`config.mk`:
```
export PLATFORM = sky130hd
export DESIGN_NAME = dogx_range_combiner
export DESIGN_NICKNAME = d
export VERILOG_FILES = /design/src/rtl/dogx_range_combiner.sv
export SDC_FILE = /design/constraint.sdc
export NUM_CORES = 1
export LEC_CHECK = 0
export CAP_MARGIN = 10
export CORE_ASPECT_RATIO = 0.5
export CORE_MARGIN = 2
export CORE_UTILIZATION = 53
export CTS_BUF_LIST = sky130_fd_sc_hd__clkbuf_16
export DETAILED_ROUTE_END_ITERATION = 10
export HOLD_SLACK_MARGIN = 0.12
export PLACE_DENSITY = 0.71
export SLEW_MARGIN = 5
export SYNTH_ARGS = -nofsm -noshare
export SYNTH_HDL_FRONTEND = slang
export SYNTH_SLANG_ARGS = --single-unit
```
`constraint.sdc`:
```
create_clock -name CLK_24M -period 9.2 [get_ports CLK_24M]
set_input_delay 2.3 -clock CLK_24M [delete_from_list [all_inputs] [get_ports CLK_24M]]
set_output_delay 2.3 -clock CLK_24M [all_outputs]
set_load 0.01 [all_outputs]
```
`src/rtl/dogx_range_combiner.sv`:
```
// rtl/dogx_range_combiner.sv - dual-range VCO-ADC combiner with overload-hysteresis crossfade
// Stage A differentiates the wrapped counters; stage B steps the range FSM and blends the two ranges.
module dogx_range_combiner #(
  parameter int CNT_W      = 9,
  parameter int OUT_W      = 12,
  parameter int GAIN_SHIFT = 2,
  parameter int FADE_LOG2  = 2,
  parameter int TIMEOUT_W  = 5
) (
  input  logic                 CLK_24M,
  input  logic                 reset,
  input  logic                 sample_en,
  input  logic [CNT_W-1:0]     counter_HSNR_p,
  input  logic [CNT_W-1:0]     counter_HSNR_n,
  input  logic [CNT_W-1:0]     counter_HDR_p,
  input  logic [CNT_W-1:0]     counter_HDR_n,
  input  logic [CNT_W-1:0]     alpha_th_high,
  input  logic [CNT_W-1:0]     alpha_th_low,
  input  logic [TIMEOUT_W-1:0] alpha_timeout,
  input  logic                 use_progressive_alpha,
  output logic                 alpha_out,
  output logic [OUT_W-1:0]     converter_output,
  output logic                 out_valid
);

  localparam int W_W     = FADE_LOG2 + 1;
  localparam int D_W     = CNT_W + 1;
  localparam int ACC_RAW = CNT_W + GAIN_SHIFT + FADE_LOG2 + 4;
  localparam int ACC_W   = (ACC_RAW > OUT_W + 1) ? ACC_RAW : OUT_W + 1;

  localparam logic [W_W-1:0] W_FULL = W_W'(1 << FADE_LOG2);
  localparam logic signed [ACC_W-1:0] SAT_MAX = {{(ACC_W-OUT_W+1){1'b0}}, {(OUT_W-1){1'b1}}};
  localparam logic signed [ACC_W-1:0] SAT_MIN = {{(ACC_W-OUT_W+1){1'b1}}, {(OUT_W-1){1'b0}}};

  typedef enum logic [1:0] {
    S_HSNR      = 2'd0,
    S_FADE_UP   = 2'd1,
    S_HDR       = 2'd2,
    S_FADE_DOWN = 2'd3
  } state_t;

  // Stage A: capture and differentiate
  logic [CNT_W-1:0]      prev_hsnr_p, prev_hsnr_n, prev_hdr_p, prev_hdr_n;
  logic                  primed, valid_a;
  logic signed [D_W-1:0] d_hsnr, d_hdr;
  logic [CNT_W-1:0]      abs_hdr;

  logic [CNT_W-1:0]      diff_hsnr_p, diff_hsnr_n, diff_hdr_p, diff_hdr_n;
  logic signed [D_W-1:0] d_hsnr_next, d_hdr_next, neg_hdr_next;
  logic [CNT_W-1:0]      abs_hdr_next;

  always_comb begin
    diff_hsnr_p  = counter_HSNR_p - prev_hsnr_p;
    diff_hsnr_n  = counter_HSNR_n - prev_hsnr_n;
    diff_hdr_p   = counter_HDR_p  - prev_hdr_p;
    diff_hdr_n   = counter_HDR_n  - prev_hdr_n;
    d_hsnr_next  = $signed({1'b0, diff_hsnr_p}) - $signed({1'b0, diff_hsnr_n});
    d_hdr_next   = $signed({1'b0, diff_hdr_p})  - $signed({1'b0, diff_hdr_n});
    neg_hdr_next = -d_hdr_next;
    abs_hdr_next = d_hdr_next[D_W-1] ? neg_hdr_next[CNT_W-1:0] : d_hdr_next[CNT_W-1:0];
  end

  always_ff @(posedge CLK_24M or negedge reset) begin
    if (!reset) begin
      prev_hsnr_p <= '0;
      prev_hsnr_n <= '0;
      prev_hdr_p  <= '0;
      prev_hdr_n  <= '0;
      primed      <= 1'b0;
      valid_a     <= 1'b0;
      d_hsnr      <= '0;
      d_hdr       <= '0;
      abs_hdr     <= '0;
    end else begin
      valid_a <= 1'b0;
      if (sample_en) begin
        prev_hsnr_p <= counter_HSNR_p;
        prev_hsnr_n <= counter_HSNR_n;
        prev_hdr_p  <= counter_HDR_p;
        prev_hdr_n  <= counter_HDR_n;
        primed      <= 1'b1;
        // The very first capture has no valid history to difference against.
        if (primed) begin
          d_hsnr  <= d_hsnr_next;
          d_hdr   <= d_hdr_next;
          abs_hdr <= abs_hdr_next;
          valid_a <= 1'b1;
        end
      end
    end
  end

  // Stage B: range FSM and crossfade weight
  state_t               state, state_next;
  logic [W_W-1:0]       w, w_next, w_up, w_dn;
  logic [TIMEOUT_W-1:0] quiet, quiet_next, tmo_eff;
  logic [TIMEOUT_W:0]   quiet_inc;
  logic                 hi, lo, prog;

  always_comb begin
    hi        = (abs_hdr >= alpha_th_high);
    lo        = (abs_hdr <  alpha_th_low);
    prog      = use_progressive_alpha && (FADE_LOG2 != 0);
    tmo_eff   = (alpha_timeout == '0) ? TIMEOUT_W'(1) : alpha_timeout;
    quiet_inc = {1'b0, quiet} + (TIMEOUT_W+1)'(1);
    w_up      = w + W_W'(1);
    w_dn      = w - W_W'(1);

    state_next = state;
    w_next     = w;
    quiet_next = '0;
    case (state)
      S_HSNR: begin
        if (hi) begin
          if (prog) begin
            state_next = S_FADE_UP;
            w_next     = W_W'(1);
          end else begin
            state_next = S_HDR;
            w_next     = W_FULL;
          end
        end
      end
      S_FADE_UP: begin
        if (!prog || w_up == W_FULL) begin
          state_next = S_HDR;
          w_next     = W_FULL;
        end else begin
          w_next = w_up;
        end
      end
      S_HDR: begin
        // Overload wins: any hi sample clears the quiet run.
        if (!hi && lo) begin
          if (quiet_inc >= {1'b0, tmo_eff}) begin
            if (prog) begin
              state_next = S_FADE_DOWN;
              w_next     = W_FULL - W_W'(1);
            end else begin
              state_next = S_HSNR;
              w_next     = '0;
            end
          end else begin
            quiet_next = quiet_inc[TIMEOUT_W-1:0];
          end
        end
      end
      S_FADE_DOWN: begin
        if (!prog) begin
          state_next = S_HSNR;
          w_next     = '0;
        end else if (hi) begin
          state_next = (w_up == W_FULL) ? S_HDR : S_FADE_UP;
          w_next     = w_up;
        end else if (w_dn == '0) begin
          state_next = S_HSNR;
          w_next     = '0;
        end else begin
          w_next = w_dn;
        end
      end
      default: begin
        state_next = S_HSNR;
        w_next     = '0;
      end
    endcase
  end

  // Blend with the weight chosen for this very sample, floor-shift, then saturate.
  logic signed [ACC_W-1:0] hs_ext, hd_ext, wa, wb, acc, y_full;
  logic [OUT_W-1:0]        y_sat;

  always_comb begin
    hs_ext = ACC_W'(d_hsnr);
    hd_ext = ACC_W'(d_hdr) <<< GAIN_SHIFT;
    wb     = ACC_W'(w_next);
    wa     = ACC_W'(W_FULL) - wb;
    acc    = hs_ext * wa + hd_ext * wb;
    y_full = acc >>> FADE_LOG2;
    if (y_full > SAT_MAX) begin
      y_sat = SAT_MAX[OUT_W-1:0];
    end else if (y_full < SAT_MIN) begin
      y_sat = SAT_MIN[OUT_W-1:0];
    end else begin
      y_sat = y_full[OUT_W-1:0];
    end
  end

  always_ff @(posedge CLK_24M or negedge reset) begin
    if (!reset) begin
      state            <= S_HSNR;
      w                <= '0;
      quiet            <= '0;
      converter_output <= '0;
      out_valid        <= 1'b0;
      alpha_out        <= 1'b0;
    end else begin
      out_valid <= valid_a;
      if (valid_a) begin
        state            <= state_next;
        w                <= w_next;
        quiet            <= quiet_next;
        converter_output <= y_sat;
        alpha_out        <= (w_next != '0);
      end
    end
  end

endmodule

```
* Word level (Yosys, flattened, before mapping)
Cells that the tools add are included.
** Operators by class
- Div/mod/pow operators :: 0
- Bitwise gates (word level) :: 0
- $lt $le $gt $ge :: 5
- Eq/ne operators :: 9
- Multiply operators :: 2
- Mux-type cells :: 30
- $add $sub $neg :: 12
- Shift-type cells :: 0
- Reductions and logical operators :: 10
** Operators with widths (count)
- $sub 9x9->9 :: 4
- $mul 10x4->14 :: 2
- $mux 12 :: 2
- $mux 3 :: 8
- $mux 2 :: 11
- $mux 5 :: 4
- $sub 9x9->10 :: 2
- $add 14x16->17 :: 1
- $gt 15x12->1 const B :: 1
- $lt 15x12->1 const B :: 1
- $pmux 3 s4 :: 1
- $ge 9x9->1 :: 1
- $lt 9x9->1 :: 1
- $mux 9 :: 1
- $neg 9->9 :: 1
- $ne 2x2->1 const B :: 4
- $pmux 2 s4 :: 1
- $add 5x1->6 const B :: 1
- $ge 6x5->1 :: 1
- $reduce_and 6->1 :: 1
- $logic_not 5->1 :: 1
- $eq 2x2->1 const B :: 2
- $ne 4x4->1 const B :: 1
- $sub 3x3->4 const A :: 1
- other kinds (12) :: 14
** Storage, ports and cells
- Bits in latches :: 0
- Bits in writable memories :: 0
- Logic and storage cells :: 83
- Flip-flop bits (word level) :: 91
- Memories kept :: 0
- Output and inout port bits :: 14
- Memory bits (read-only) :: 0

* Logic depth before layout (Yosys ltp)
Gate-level depths: netlist of run 1.
- Word-level depth :: 12
- Mapped depth :: 38
- Depth with buffers taken out :: 37

* Worst setup path before layout of run 1
No wires, ideal clock.
- Path type :: input to register
- Start point :: input port alpha_timeout[4]
- End point :: register converter_output[0]
- Buffers on the path :: 2
- Path slack :: -728 ps
- Arrival time :: 9786 ps
- Cell stages on the path :: 36
- Cell sequence :: inv_1 a41o_1 ha_1 nor3b_1 o21ai_0 a211oi_1 and4bb_1 mux2i_1 a22oi_2 buf_2 nor2b_1 ha_1 inv_1 fa_1 inv_1 fa_1 a21o_1 a21oi_1 o21bai_1 a21oi_1 o21bai_1 a21o_1 o311ai_0 ha_1 fa_1 inv_1 fa_1 inv_1 ha_1 and3_1 a211oi_1 xnor2_1 a211oi_1 nand3b_1 buf_2 o221ai_1
** Between the ends
- Word-level cells in the longest chain between the ends :: 12
- Elaborated cells between the ends (all ways) :: 14
** Ends and longest elaborated chain
- from (decl) :: RTL line 19 : input logic [TIMEOUT_W-1:0] alpha_timeout,
- $logic_not 5->1 :: RTL line 104 : tmo_eff = (alpha_timeout == '0) ? TIMEOUT_W'(1) : alpha_timeout;
- $mux 5 * :: RTL line 104
- $ge 6x5->1 * :: RTL line 135 : if (quiet_inc >= {1'b0, tmo_eff}) begin
- $mux 3 * :: RTL line 135
- $mux 3 * :: RTL line 134 : if (!hi && lo) begin
- $pmux 3 s4 * :: RTL line 112 : case (state)
- $sub 3x3->4 :: RTL line 177 : wa = ACC_W'(W_FULL) - wb;
- $mul 10x4->14 :: RTL line 178 : acc = hs_ext * wa + hd_ext * wb;
- $add 14x16->17 * :: RTL line 178
- $lt 15x12->1 :: RTL line 182 : end else if (y_full < SAT_MIN) begin
- $mux 12 :: RTL line 182
- $mux 12 * :: RTL line 180 : if (y_full > SAT_MAX) begin
- to (signal assigned) :: RTL line 203 : converter_output <= y_sat;
- to (decl) :: RTL line 22 : output logic [OUT_W-1:0] converter_output,
Every way passes the cells marked *; elsewhere a longest branch is shown, timed or not.
A chain may end at the register's enable or synchronous reset.

* Worst setup path in the final report of run 1
- Start point :: input port alpha_th_high[0]
- End point :: register converter_output[1]
** Between the ends
- Word-level cells in the longest chain between the ends :: 11
- Elaborated cells between the ends (all ways) :: 16
** Ends and longest elaborated chain
- from (decl) :: RTL line 17 : input logic [CNT_W-1:0] alpha_th_high,
- $ge 9x9->1 * :: RTL line 101 : hi = (abs_hdr >= alpha_th_high);
- $logic_not 1->1 :: RTL line 134
- $logic_and 1x1->1 :: RTL line 134
- $mux 3 :: RTL line 134
- $pmux 3 s4 * :: RTL line 112
- $sub 3x3->4 :: RTL line 177
- $mul 10x4->14 :: RTL line 178
- $add 14x16->17 * :: RTL line 178
- $lt 15x12->1 :: RTL line 182
- $mux 12 :: RTL line 182
- $mux 12 * :: RTL line 180
Marks and branches as above.

==> results.cfg, run 1 <==
[status]
violations = negative setup slack
status = finished with violations

[placed_design]
post-place-ws_ns = -1.09
dp_hpwl_um = 17100
gpl.final_weighted_congestion = 0.829
io_buf_count = 76

[yosys]
synth_top_cell_by_area = sky130_fd_sc_hd__dfrtp_1
synth_seq_area_share_pct = 23.8
synth_flop_cell = sky130_fd_sc_hd__dfrtp_1
synth.net_count = 1331
post_synth_main_area_contributors = sky130_fd_sc_hd__dfrtp_1, sky130_fd_sc_hd__ha_1, sky130_fd_sc_hd__fa_1
postSynthRegisterBits = 90
mappedNetlistArea_sq_mm = 0.00947
yosys.cell_types.count = 65
synth-async-reset-ratio_pct = 100
edff_count_synth = 0
ys_warn_count = 0
share_of_yosys_cell_area_claimed_by_the_top_area_cell_type_pct = 23.8
syn-instance-count = 1080
syn_avg_cell_area_sq_um = 8.77

[route]
postRouteAntennaNets = 0
post_route_drc = 0
drt-total-wl_um = 21900
route.detailed.vias_per_inst = 5.26
average_wire_length_per_cell_after_detail_routing_um = 14.7
via_count_of_the_routed_design = 7815
drt_first_iter_violations = 301
number_of_detailed_route_iterations_in_the_first_pass = 5

[worst_setup_path]
crit_path_start = alpha_th_high[0]
timing.critical_path.from_type = input pin
crit_slowest_cell = sky130_fd_sc_hd__fa_1
setup.worst_path.end_class = flip-flop
worstPathArrival_ns = 9.79
timing.rr.end = converter_output[1]
reg2regPathDepth = 39
worstReg2RegStart = d_hdr[0]
cp_data_required_time_ns = 9.42
crit_type = in2reg
maximum_fanout_encountered_on_the_critical_timing_path = 7
crit_end = converter_output[1]
r2r_slack_ns = 0.90
critPathMaxStageDelay_ns = 0.55

[sta]
actual_slew_at_the_worst_max_slew_pin_ns = 0.841
final_critical_path_setup_slack_ns = -0.375
post-route-min-period_ns = 9.57
fin_tns_setup_ns = -3.86
maxSlewViolCount = 0
clock-skew-final_ns = 0.00997
fin_crit_sh_pct = 104
timing.fmax_mhz = 104
setup-violations-final = 11
fin_worst_hold_slack_ns = 0.472
rsz_0062_raised_after_global_routing = yes
timing_hold_violations_final = 0
relSlewSlack_pct = 43.2

[layout]
mostFrequentLayoutCell = sky130_fd_sc_hd__inv_1
drive_gt1_share_pct = 20.0
layout-area-overhead-vs-synth_pct = 28.5
fin_nets = 1498
fill_cells = 1345
mostFrequentLayoutCells = sky130_fd_sc_hd__inv_1, sky130_fd_sc_hd__ha_1, sky130_fd_sc_hd__buf_4
diodes = 0

[global_routing]
antenna_found_initial = 0
grtUsageTotal_pct = 24.1
grt_first_pass_wirelength_um = 36900
grt-ovfl-total = 0
grt_start_max_net_pins = 67
vias_in_the_first_global_route = 7907

[clock_network]
worst_skew_pair.late_latency_ns = 0.35
path_clk_slew_ns = 0.07
deepest_clock_path_buffer_count = 2
cts-htree-levels = 3
clock-sinks = 90
clock_tree_from_tritoncts = built
numCtsBuffers = 9
cts.root.buffer_cell = sky130_fd_sc_hd__clkbuf_16

[die]
die_width_um = 193
ios = 77
floorplan.die_area_sq_mm = 0.0190
die-height_um = 98.5
core_region_sq_mm = 0.0174
start_util_pct = 54.3
std_cell_rows = 34

[flow_run]
max_cap_viol_count = 0

[hold_path]
min_path_type = reg2reg
[cell families after synthesis]
| logic type | after synthesis | synth area share, % |
|---|---|---|
| AO/OA/AOI/OAI | 235 | 15.9 |
| XOR/XNOR | 70 | 6.47 |
| adder cells (fa/ha/maj) | 188 | 29.0 |
| buffers and inverters | 222 | 9.01 |
| flip-flops | 90 | 23.8 |
| multiplexers | 16 | 1.97 |
| AND/OR/NAND/NOR | 259 | 13.8 |
[per-layer routing]
layer / global-route usage, % / share of wire [%] / vias to the layer above
li1: - / - / 3921
met1: 33.1 / 49 / 3726
met2: 40.1 / 46 / 138
met3: 4.17 / 3.4 / 30
met4: 5.77 / 1.6 / 0
met5: 0 / 0 / -
[how the worst min path moves through the flow]
stage                     startpoint     end  slack [ns]  cells past startpoint
final                         primed  primed        0.47                      1
after global routing          primed  primed        0.50                      1
after CTS                     primed  primed        0.47                      1
after detailed placement      primed  primed        0.46                      1
after global placement        primed  primed        0.45                      1
after floorplan               primed  primed        0.44                      1
[timing repair]
item,in CTS,in global routing
hold buffers,0,0
setup endpoints to repair,12,12
gates cloned,2,0
resized for setup,77,48
buffers inserted,24,6
pin swaps,50,24
[cell usage after synthesis, drive strengths merged (21+ instances only)]
master  number
xor2        27
o21ai       81
fa          53
dfrtp       90
ha         135
xnor2       43
a21o        21
nand2       94
nand2b      34
inv        196
a21oi       51
nor2b       32
nor2        27
[critical path: cells and delay by family]
| family | cells | cell delay (ns) |
|---|---|---|
| AO/OA/AOI/OAI | 15 | 2.84 |
| XOR/XNOR | 2 | 0.26 |
| AND/OR/NAND/NOR | 4 | 0.47 |
| multiplexers | 1 | 0.26 |
| buffers and inverters | 9 | 0.84 |
| adder cells (fa/ha/maj) | 8 | 2.83 |
[through the flow]
stage	std cells	util [%]	instance area, sq um
floorplan	1080	-	9710
global placement	1440	64.3	11200
detailed placement	1440	64.3	11200
CTS	1482	68.6	12000
global route	1486	69.8	12200
finish	1486	69.8	12200
[state kept, by name (all words and copies together) (netlist names)]
signal / flops
state: 2
out_valid: 1
valid_a: 1
d_hsnr: 10
abs_hdr: 8
prev_hdr_p: 9
quiet: 5
prev_hdr_n: 9
converter_output: 12
d_hdr: 10
primed: 1
alpha_out: 1
w: 3
prev_hsnr_n: 9
prev_hsnr_p: 9
[layout make-up]
class | count | area (sq um) | share of cell area, %
Multi-Input combinational cell | 768 | 7030 | 57.8
Sequential cell | 90 | 2250 | 18.5
Clock inverter | 7 | 43.8 | 0.360
Inverter | 196 | 738 | 6.07
Tap cell | 234 | 293 | 2.41
Timing Repair Buffer | 182 | 1590 | 13.0
Clock buffer | 9 | 225 | 1.85
Power of run 1 is not shown: default switching activity piles up to over one toggle a cycle in this logic, so the estimate is an artifact.
==> run 2: changes to the inputs <==
Settings changed: CAP_MARGIN 10 to 5, CORE_ASPECT_RATIO 0.5 to default, GPL_TIMING_DRIVEN from default to 0.
==> run 2 against run 1 <==
Net effect: via count is 2.8% lower; critical endpoint is now converter_output[0]; cell count is 3.3% lower; global-route usage is 1.0 points lower; sequential share of layout area grew 0.46 points; the flow still finishes with violations (negative setup slack); final area is 2.4% lower; worst hold slack better by 0.011 ns; clock skew is 0.0055 ns higher; clock-buffer cell count stayed put; highest routed layer unchanged.
==> results.cfg, run 2 (synthesis gave the netlist of run 1 again) <==
[layout]
fill_cells = 1433
diodes = 0
largest_register_ff_count = 12
post_route_standard_cell_area_excluding_fillers_sq_mm = 0.0119
fin_nets = 1458
mostFrequentLayoutCell = sky130_fd_sc_hd__inv_1
mostFrequentLayoutCells = sky130_fd_sc_hd__inv_1, sky130_fd_sc_hd__ha_1, sky130_fd_sc_hd__nand2_1
top_register = converter_output
layout.core_utilization_pct = 68.4
layout-area-overhead-vs-synth_pct = 25.4
reg.largest.list = converter_output (12), d_hdr (10), d_hsnr (10)
drive_gt1_share_pct = 16.6

[global_routing]
grtUsageTotal_pct = 23.1
grt_start_max_net_pins = 67
vias_in_the_first_global_route = 7538
antenna_found_initial = 0
grt_first_pass_wirelength_um = 34600
grt-ovfl-total = 0

[placed_design]
post-place-ws_ns = -1.42
dp_hpwl_um = 15400
io_buf_count = 76
placement.cell_area_sq_mm = 0.0108
gpl.final_weighted_congestion = 0.856

[clock_network]
path_clk_slew_ns = 0.08
deepest_clock_path_buffer_count = 2
numCtsBuffers = 9
clock_tree_from_tritoncts = built
clock-sinks = 90
worst_skew_pair.late_latency_ns = 0.37
cts-htree-levels = 3
cts.root.buffer_cell = sky130_fd_sc_hd__clkbuf_16

[sta]
rsz_0062_raised_after_global_routing = yes
post-route-min-period_ns = 9.52
timing_hold_violations_final = 0
actual_slew_at_the_worst_max_slew_pin_ns = 0.751
clock-skew-final_ns = 0.0154
final_critical_path_setup_slack_ns = -0.317
fin_crit_sh_pct = 103
maxSlewViolCount = 0
relSlewSlack_pct = 49.9
setup-violations-final = 11
timing.fmax_mhz = 105

[die]
floorplan.die_area_sq_mm = 0.0190
die_width_um = 138
die-height_um = 138
std_cell_rows = 48
core_region_sq_mm = 0.0174
ios = 77
start_util_pct = 54.6

[worst_setup_path]
setup.worst_path.end_class = flip-flop
worst_path_most_repeated_cell = sky130_fd_sc_hd__buf_6
timing.critical_path.from_type = input pin
cp_data_required_time_ns = 9.42
timing.rr.end = converter_output[0]
reg2regPathDepth = 38
cp_num_buf_inv = 8
maximum_fanout_encountered_on_the_critical_timing_path = 5
worstPathArrival_ns = 9.74
critPathMaxStageDelay_ns = 0.57
worstReg2RegStart = d_hdr[0]
crit_slowest_cell = sky130_fd_sc_hd__fa_1
crit_type = in2reg
r2r_slack_ns = 0.97
top_family_by_delay_on_critical_path = adder cells

[route]
post_route_drc = 0
drt_first_iter_violations = 347
route.detailed.vias_per_inst = 5.29
number_of_detailed_route_iterations_in_the_first_pass = 5
average_wire_length_per_cell_after_detail_routing_um = 14.4
via_count_of_the_routed_design = 7599
postRouteAntennaNets = 0
drt-total-wl_um = 20700

[flow_run]
max_cap_viol_count = 0

[hold_path]
timing.hold.worst.start = primed
holdPathEnd = primed
min_path_type = reg2reg
timing.hold.worst_path_depth = 1

[status]
status = finished with violations
violations = negative setup slack
## run 2: what timing repair did
item | CTS | global route
resized for setup | 92 | 47
setup buffers | 30 | 7
hold buffers | 0 | 0
pin swaps | 77 | 69
cloned | 2 | 0
setup endpoints to repair | 12 | 12
## run 2: how the worst max path moves through the flow
stage	endpoint	slack, ns	depth (start not counted)	startpoint
finish	converter_output[0]	-0.32	38	alpha_th_high[0]
global route	converter_output[1]	-0.65	38	alpha_timeout[1]
CTS	converter_output[0]	-0.32	38	alpha_th_high[0]
detailed placement	converter_output[4]	-1.42	36	alpha_th_high[0]
global placement	converter_output[0]	-1.39	36	alpha_th_high[0]
floorplan	converter_output[0]	-0.14	35	alpha_th_high[0]
## run 2: layout make-up
type / count / area (sq um) / area share, %
well taps: 225 / 282 / 2.37
clock buffers: 9 / 225 / 1.90
inverters: 196 / 738 / 6.22
repair buffers: 116 / 1080 / 9.11
plain buffers: 26 / 146 / 1.23
clock inverters: 7 / 83.8 / 0.706
flip-flops and latches: 90 / 2250 / 19.0
multi-input cells: 768 / 7060 / 59.5
## run 2: layer usage
metal	vias to the layer above	routed length (um)	global-route usage [%]
li1	3842	-	-
met1	3609	9210	29.0
met3	27	659	3.31
met5	-	0	0
met2	121	10500	41.3
met4	0	349	6.47
## run 2: metrics by stage
| step | cells | hold slack [ns] | setup TNS, ns |
|---|---|---|---|
| finish | 1437 | 0.483 | -3.35 |
| global route | 1437 | 0.486 | -7.19 |
| floorplan | 1080 | 0.439 | -1.40 |
| global placement | 1381 | 0.451 | -16.08 |
| CTS | 1430 | 0.481 | -3.32 |
| detailed placement | 1382 | 0.459 | -16.51 |
Power of run 2 is left out for the same reason.
==> run 3: changes to the inputs <==
Settings changed: CTS_CLUSTER_DIAMETER from default to 100.
==> results of run 3 <==
Same layout as run 2: the final DEF is identical, and so are final timing and power.
Power of run 3 is left out for the same reason.
